## src/rtl/button_events_if.sv

```systemverilog
// -----------------------------------------------------------------------------
// button_events_if
// Bundles the pad input and the debounced event outputs of button_events.
//   btn_raw        : unsynchronized pad level (driven by the pad / bench)
//   btn_level      : debounced state, 1 = pressed
//   press_pulse    : one-cycle pulse on accepted press
//   release_pulse  : one-cycle pulse on accepted release
//   short_pulse    : one-cycle pulse on release before the long threshold
//   long_pulse     : one-cycle pulse when the long threshold is reached
//   press_count    : accepted presses, modulo 256
// master drives the pad, slave is the button_events block.
// -----------------------------------------------------------------------------
interface button_events_if;
  logic       btn_raw;
  logic       btn_level;
  logic       press_pulse;
  logic       release_pulse;
  logic       short_pulse;
  logic       long_pulse;
  logic [7:0] press_count;

  modport master (
    output btn_raw,
    input  btn_level, press_pulse, release_pulse, short_pulse, long_pulse,
           press_count
  );

  modport slave (
    input  btn_raw,
    output btn_level, press_pulse, release_pulse, short_pulse, long_pulse,
           press_count
  );
endinterface

```

## src/rtl/button_events.sv

```systemverilog
// -----------------------------------------------------------------------------
// button_events
// Debounced push-button front end: two-flop synchronizer, bounce filter,
// press / release / short / long event pulses and a wrapping press counter.
// Ports:
//   clk    : system clock
//   rst_n  : asynchronous active-low reset
//   bus    : button_events_if.slave (btn_raw in, debounced level/events out)
// Parameters:
//   DEBOUNCE_CYCLES : cycles a new level must persist before acceptance (>= 2)
//   LONG_CYCLES     : press duration that qualifies as a long press
//   ACTIVE_LOW      : 1 = pad reads 0 when pressed
// All outputs are registered; nothing combinational reaches them from btn_raw.
// -----------------------------------------------------------------------------
module button_events #(
  parameter int DEBOUNCE_CYCLES = 480000,
  parameter int LONG_CYCLES     = 48000000,
  parameter bit ACTIVE_LOW      = 1'b1
) (
  input  logic           clk,
  input  logic           rst_n,
  button_events_if.slave bus
);

  localparam int DB_W   = $clog2(DEBOUNCE_CYCLES);
  localparam int HOLD_W = $clog2(LONG_CYCLES);

  localparam logic [DB_W-1:0]   DB_LAST   = DB_W'(DEBOUNCE_CYCLES - 1);
  localparam logic [HOLD_W-1:0] HOLD_LAST = HOLD_W'(LONG_CYCLES - 1);

  localparam logic [1:0] ST_IDLE    = 2'd0;
  localparam logic [1:0] ST_PRESSED = 2'd1;
  localparam logic [1:0] ST_HELD    = 2'd2;

  logic              p;
  logic              s1_q, s2_q;
  logic [DB_W-1:0]   db_cnt_q, db_cnt_d;
  logic              level_q, level_d;
  logic              accept;
  logic              press_acc, rel_acc;
  logic [1:0]        state_q, state_d;
  logic [HOLD_W-1:0] hold_cnt_q, hold_cnt_d;
  logic              press_q, press_d;
  logic              release_q, release_d;
  logic              short_q, short_d;
  logic              long_q, long_d;
  logic [7:0]        count_q, count_d;

  // Active-high pressed level regardless of pad polarity.
  assign p = ACTIVE_LOW ? ~bus.btn_raw : bus.btn_raw;

  // Debounce: the synchronized level must disagree with the accepted level for
  // DEBOUNCE_CYCLES consecutive cycles; any agreeing cycle restarts the count.
  always_comb begin
    db_cnt_d = db_cnt_q;
    level_d  = level_q;
    accept   = 1'b0;
    if (s2_q == level_q) begin
      db_cnt_d = '0;
    end else if (db_cnt_q == DB_LAST) begin
      level_d  = ~level_q;
      db_cnt_d = '0;
      accept   = 1'b1;
    end else begin
      db_cnt_d = db_cnt_q + DB_W'(1);
    end
  end

  assign press_acc = accept & ~level_q;
  assign rel_acc   = accept &  level_q;

  // Event FSM. Pulses are computed here and registered so they line up with
  // the cycle in which btn_level first shows the new value.
  always_comb begin
    state_d    = state_q;
    hold_cnt_d = hold_cnt_q;
    count_d    = count_q;
    press_d    = 1'b0;
    release_d  = 1'b0;
    short_d    = 1'b0;
    long_d     = 1'b0;
    case (state_q)
      ST_IDLE: begin
        if (press_acc) begin
          state_d    = ST_PRESSED;
          press_d    = 1'b1;
          count_d    = count_q + 8'd1;
          hold_cnt_d = '0;
        end
      end
      ST_PRESSED: begin
        // A release accepted in the threshold cycle still counts as short.
        if (rel_acc) begin
          state_d   = ST_IDLE;
          release_d = 1'b1;
          short_d   = 1'b1;
        end else if (hold_cnt_q == HOLD_LAST) begin
          state_d = ST_HELD;
          long_d  = 1'b1;
        end else begin
          hold_cnt_d = hold_cnt_q + HOLD_W'(1);
        end
      end
      ST_HELD: begin
        if (rel_acc) begin
          state_d   = ST_IDLE;
          release_d = 1'b1;
        end
      end
      default: begin
        state_d = ST_IDLE;
      end
    endcase
  end

  always_ff @(posedge clk or negedge rst_n) begin
    if (!rst_n) begin
      s1_q       <= 1'b0;
      s2_q       <= 1'b0;
      db_cnt_q   <= '0;
      level_q    <= 1'b0;
      state_q    <= ST_IDLE;
      hold_cnt_q <= '0;
      press_q    <= 1'b0;
      release_q  <= 1'b0;
      short_q    <= 1'b0;
      long_q     <= 1'b0;
      count_q    <= 8'd0;
    end else begin
      s1_q       <= p;
      s2_q       <= s1_q;
      db_cnt_q   <= db_cnt_d;
      level_q    <= level_d;
      state_q    <= state_d;
      hold_cnt_q <= hold_cnt_d;
      press_q    <= press_d;
      release_q  <= release_d;
      short_q    <= short_d;
      long_q     <= long_d;
      count_q    <= count_d;
    end
  end

  assign bus.btn_level     = level_q;
  assign bus.press_pulse   = press_q;
  assign bus.release_pulse = release_q;
  assign bus.short_pulse   = short_q;
  assign bus.long_pulse    = long_q;
  assign bus.press_count   = count_q;

endmodule

```

## src/flat_wrapper.sv

```systemverilog
// flat-port wrapper written by rule: the top's interface ports become plain ports
module button_events_flat 
#(
  parameter int DEBOUNCE_CYCLES = 480000,
  parameter int LONG_CYCLES     = 48000000,
  parameter bit ACTIVE_LOW      = 1'b1
)
  (clk, rst_n, bus_btn_raw, bus_btn_level, bus_press_pulse, bus_release_pulse, bus_short_pulse, bus_long_pulse, bus_press_count);
  button_events_if bus_i ();
  input  logic clk;
  input  logic rst_n;
  input wire logic [$bits(bus_i.btn_raw)-1:0] bus_btn_raw;
  output wire logic [$bits(bus_i.btn_level)-1:0] bus_btn_level;
  output wire logic [$bits(bus_i.press_pulse)-1:0] bus_press_pulse;
  output wire logic [$bits(bus_i.release_pulse)-1:0] bus_release_pulse;
  output wire logic [$bits(bus_i.short_pulse)-1:0] bus_short_pulse;
  output wire logic [$bits(bus_i.long_pulse)-1:0] bus_long_pulse;
  output wire logic [$bits(bus_i.press_count)-1:0] bus_press_count;
  assign bus_i.btn_raw = bus_btn_raw;
  assign bus_btn_level = bus_i.btn_level;
  assign bus_press_pulse = bus_i.press_pulse;
  assign bus_release_pulse = bus_i.release_pulse;
  assign bus_short_pulse = bus_i.short_pulse;
  assign bus_long_pulse = bus_i.long_pulse;
  assign bus_press_count = bus_i.press_count;
  button_events #(.DEBOUNCE_CYCLES(DEBOUNCE_CYCLES), .LONG_CYCLES(LONG_CYCLES), .ACTIVE_LOW(ACTIVE_LOW)) u_core (.clk(clk), .rst_n(rst_n), .bus(bus_i));
endmodule
```

## config.mk

```make
export PLATFORM = sky130hd
export DESIGN_NAME = button_events_flat
export DESIGN_NICKNAME = d
export VERILOG_FILES = /design/src/rtl/button_events_if.sv /design/src/rtl/button_events.sv /design/src/flat_wrapper.sv
export SDC_FILE = /design/constraint.sdc
export NUM_CORES = 1
export LEC_CHECK = 0
export ABC_CLOCK_PERIOD_IN_PS = 2700
export CORE_AREA = 2 2 86 88
export DETAILED_ROUTE_END_ITERATION = 10
export DIE_AREA = 0 0 88 90
export GPL_ROUTABILITY_DRIVEN = 0
export PLACE_DENSITY_LB_ADDON = 0.25
export SYNTH_ARGS = -nofsm -noshare
export SYNTH_HDL_FRONTEND = slang
export SYNTH_SLANG_ARGS = --single-unit
export TNS_END_PERCENT = 20
```

## constraint.sdc

```tcl
create_clock -name clk -period 2.7 [get_ports clk]
set_clock_uncertainty 0.2 [all_clocks]
set_input_delay 0.54 -clock clk [delete_from_list [all_inputs] [get_ports clk]]
set_output_delay 0.54 -clock clk [all_outputs]
set_load 0.01 [all_outputs]
```

Word-level counts from Yosys, hierarchy flattened --
Index checks and enable logic that the tools add are counted.
Word-level totals: register bits after elaboration 62, input port bits 3, output and inout bits 13
Operators by class: add/sub/neg operators 3, equality and inequality tests 10, muxes and demuxes 21, bitwise logic cells 5, reduce and logical (&&, ||, !) cells 7
Operator list (number):
- $mux W26 | 3
- $pmux W26 S2 | 1
- $mux W19 | 2
- $add A26 B1 Y26 const B | 1
- $eq A26 B26 Y1 const B | 1
- $add A19 B1 Y19 const B | 1
- $eq A19 B19 Y1 const B | 1
- $mux W1 | 10
- $add A8 B1 Y8 const B | 1
- $mux W2 | 4
- $pmux W2 S3 | 1
- $ne A2 B1 Y1 const B | 2
- $ne A2 B2 Y1 const B | 2
- $reduce_and A2 Y1 | 2
- $reduce_and A4 Y1 | 1
- $ne A3 B1 Y1 const B | 1
- $not A1 Y1 | 3
- $reduce_and A3 Y1 | 1
- $and A1 B1 Y1 | 2
- $eq A2 B1 Y1 const B | 1
- $eq A2 B2 Y1 const B | 1
- $logic_not A2 Y1 | 1
- $reduce_bool A2 Y1 | 1
- $reduce_or A2 Y1 | 1
- $eq A1 B1 Y1 | 1

Logic depth before layout (Yosys ltp) --
depth in word-level cells 6, gate-level depth with buffers 10

Worst setup path before layout --
Ideal clock, no wire load.
path kind reg2reg, start point register u_core.db_cnt_q[0], end point register u_core.hold_cnt_q[9], arrival time 2013 ps, data required time 2396 ps, setup slack 384 ps, stages on the path, launching flop included 9, clock period less this slack 2316 ps, cell sequence dfrtp_1 > ha_1 > and3_1 > and3_1 > buf_2 > a311o_1 > nand2b_4 > buf_6 > o41ai_2
Between the ends: cells in the longest elaborated chain, start to end 6, elaborated cells on any way between the ends 8, classes of those cells eq/ne: 3; mux: 2; bitwise: 2; reduce/logical: 1
Ends and longest elaborated chain:
- from (decl) | RTL line button_events.sv:37 | logic [DB_W-1:0] db_cnt_q, db_cnt_d;
- from (signal assigned) | RTL line button_events.sv:132 | db_cnt_q <= db_cnt_d;
- $eq A19 B19 Y1 * | RTL line button_events.sv:60 | end else if (db_cnt_q == DB_LAST) begin
- $mux W1 * | RTL line button_events.sv:60
- $mux W1 * | RTL line button_events.sv:58 | if (s2_q == level_q) begin
- $and A1 B1 Y1, on equally long branches | RTL line button_events.sv:70, button_events.sv:69
- $ne A2 B2 Y1 (no line) / $ne A2 B1 Y1 (equally long branches)
- $reduce_and A4 Y1 (no line) *
- to (signal assigned) | RTL line button_events.sv:135 | hold_cnt_q <= hold_cnt_d;
- to (decl) | RTL line button_events.sv:42 | logic [HOLD_W-1:0] hold_cnt_q, hold_cnt_d;
Every way passes the cells marked *; elsewhere a longest branch is shown, timed or not. A chain may end at the register's enable or synchronous reset.

Final worst setup path --
start point register u_core.db_cnt_q[0], end point register u_core.hold_cnt_q[13]
The elaborated chain is that of the path after synthesis.

==> flow_metrics.py <==
metrics = {
    "status": {
        "status": "finished clean",
    },
    "logic_synthesis": {
        "yosys.area_share.adder": 0.0227,
        "synthMuxAreaShare": 0.00681,
        "synth-seq-cells": 62,
        "ys_top_cells_by_area": "dfrtp_1, nand3_1, nor2_1",
        "synthXorXnorAreaFrac": 0.0635,
        "synth_top_family_by_area": "simple AND/OR/NAND/NOR gates",
        "yosysTopAreaCell": "dfrtp_1",
        "seq_area_frac_synth": 0.469,
        "synth_edf_count": 0,
        "yosysMostFrequentCell": "dfrtp_1",
        "yosys.area_share.simple": 0.265,
        "synth_compound_area_frac": 0.133,
        "yosys_warnings": 0,
        "netlist_area_sq_mm": 0.00331,
        "async_flop_share": 1.00,
        "synth_nets": 360,
        "ys_types": 52,
        "syn_avg_cell_area_sq_um": 9.43,
        "synth.top_cell.area_share": 0.469,
        "synthFlopType": "dfrtp_1",
        "syn_inst": 351,
        "yosys-top-cells-count": "dfrtp_1, nor2_1, nand3_1",
    },
    "setup_path": {
        "critical_path.max_stage_delay_ns": 0.41,
        "worst_setup_path_start_kind": "flip-flop",
        "cp_common_cell": "and3_1",
        "cp_cell_sequence": "ha_1 -> and3_1 -> and3_1 -> a311o_1 -> nand2b_4 -> or3_1 -> o21ai_1",
        "rrSetupSlack_ns": 0.23,
        "worstSetupPathType": "flip-flop to flip-flop",
        "arrival_ns": 2.54,
        "path_max_fanout": 17,
        "required_ns": 2.77,
        "critical-path-slowest-cell": "dfrtp_1",
        "end_kind": "flip-flop",
    },
    "global_routing": {
        "antenna_found_initial": 0,
        "grt_overflow": 0,
        "grt_pass1_wl_mm": 11.6,
        "grtUsageTotal": 0.184,
        "grt_pass1_vias": 2416,
        "grt_max_degree": 35,
    },
    "cts": {
        "clock_latency_ns": 0.34,
        "cts_buffers": 9,
        "ctsHoldBuffers": 0,
        "htree_levels": 3,
        "post-cts-setup-buffers": 0,
        "cts_tree": "done",
        "root_buffer": "clkbuf_8",
        "cts_buffer_depth": 2,
        "clkTransAtPathRegs_ns": 0.07,
        "cts_sinks": 62,
        "cts_resized": 0,
    },
    "layout": {
        "fill_cells": 658,
        "syn_to_final_growth_pct": 14.7,
        "final_nets": 384,
        "drive_above_1_share": 0.0979,
        "antenna_cells": 0,
        "finalNonFillerCells": 477,
    },
    "routing": {
        "vias": 2627,
        "wl_per_cell_microns": 13.9,
        "ant_nets": 0,
        "via_per_inst": 5.51,
        "first_iter_violations": 211,
        "drtPass1Iterations": 4,
        "drc": 0,
        "routed_wl_mm": 6.63,
    },
    "sta": {
        "setup_viol": 0,
        "slew_violations": 0,
        "period_minus_slack_ns": 2.47,
        "tightest_slew_ns": 0.583,
        "max_clock_freq_mhz": 404,
        "fin_setup_tns_ns": 0,
        "finalCritPeriodShare": 0.916,
        "slew_headroom": 0.608,
        "hold_violations": 0,
        "rsz0062_at_grt": "no",
    },
    "placed_design": {
        "place_hpwl_mm": 4.47,
        "port_buffers": 15,
        "dpl.cell_count": 463,
    },
    "power": {
        "peakVddDrop_mv": 0.251,
        "p_leak_nw": 1.63,
        "power_density_mw_per_mm2": 465,
    },
    "floorplanning": {
        "ios": 16,
        "die_y_microns": 90,
        "rows": 31,
        "die_w_microns": 88,
        "start_util": 0.471,
        "fp.dieArea_sq_mm": 0.00792,
        "fp.coreArea_sq_mm": 0.00702,
    },
    "min_path": {
        "hold_class": "input port to asynchronous set/reset pin",
    },
    "flow_run": {
        "maxCapViolCount": 0,
    },
}
==> kinds of logic (layout without fill, tap and decap cells) <==
logic type               Yosys count  in the layout
AND/OR/NAND/NOR                  161            161
XOR/XNOR                          24             24
flip-flops                        62             62
AO/OA/AOI/OAI                     65             65
buffers and inverters             31             58
multiplexers                       2              2
adder cells (fa/ha/maj)            6              6
==> flip-flops by register name (all words and copies together), names as in the netlist <==
signal	cells
u_core.bus.short_pulse	1
u_core.bus.press_count	8
u_core.db_cnt_q	19
u_core.s2_q	1
u_core.bus.press_pulse	1
u_core.bus.long_pulse	1
u_core.bus.release_pulse	1
u_core.hold_cnt_q	26
u_core.bus.btn_level	1
u_core.state_q	2
u_core.s1_q	1
==> layer usage <==
metal / GRT usage / share of wire / up-vias
met4: 0.0769 / 0.014 / 0
met2: 0.267 / 0.48 / 27
met5: 0 / 0 / -
met3: 0.0432 / 0.026 / 10
met1: 0.263 / 0.48 / 1285
li1: - / - / 1305
==> through the flow <==
step | cell area (sq um) | hold WS [ns] | setup slack, ns | utilization | power, W
4_1_cts | 3790 | 0.00641 | 0.220 | 0.541 | 0.00179
2_1_floorplan | 3310 | 0.0444 | 0.384 | - | 0.000966
6_report | 3790 | 0.00333 | 0.227 | 0.541 | 0.00177
3_3_place_gp | 3600 | 0.133 | 0.301 | 0.513 | 0.000992
3_5_place_dp | 3600 | 0.137 | 0.236 | 0.513 | 0.000993
5_1_grt | 3790 | 0.0266 | 0.0619 | 0.541 | 0.00183
==> report_power, final <==
| group | internal, W | switching (W) | total, W |
|---|---|---|---|
| clock network | 0.000449 | 0.000342 | 0.000792 |
| registers | 0.000934 | 0.00000456 | 0.000939 |
| logic | 0.00000893 | 0.0000265 | 0.0000355 |
==> worst max-delay path, delay by kind of cell, from the launching register on <==
| kind | cells | cell delay [ns] |
|---|---|---|
| adders and majority gates | 1 | 0.24 |
| AOI/OAI and AO/OA | 2 | 0.45 |
| and+or+nand+nor | 4 | 1.09 |
| DFF | 1 | 0.41 |
==> final cells by class <==
cell class	instances	area, sq um	share of cell area
Clock buffer	14	193	0.0508
Multi-Input combinational cell	258	1620	0.428
Tap cell	99	124	0.0326
Inverter	19	71.3	0.0188
Sequential cell	62	1550	0.409
Timing Repair Buffer	25	233	0.0613
==> placed cells by master, fill, tap and decap left out, types with 11 or more instances in the layout <==
cell	synthesis	final
o21ai_1	11	11
xnor2_1	14	14
nand3_1	28	28
nand2_1	22	22
clkdlybuf4s50_1	0	14
inv_1	19	19
a21oi_1	14	14
and3_1	15	15
nand4_1	18	18
clkbuf_8	0	14
dfrtp_1	62	62
nor2_1	36	36
==> path summary, 6_finish.rpt <==
path / to / start / cells after the start
hold reg to reg: u_core.s2_q / u_core.s1_q / 0
setup / recovery: u_core.hold_cnt_q[13] / u_core.db_cnt_q[0] / 7
max in group asynchronous: u_core.db_cnt_q[10] / rst_n / 2
min in group clk: u_core.s2_q / u_core.s1_q / 0
hold / removal: u_core.hold_cnt_q[6] / rst_n / 2
setup reg to reg: u_core.hold_cnt_q[13] / u_core.db_cnt_q[0] / 7
(Power assumes the default switching activity.)
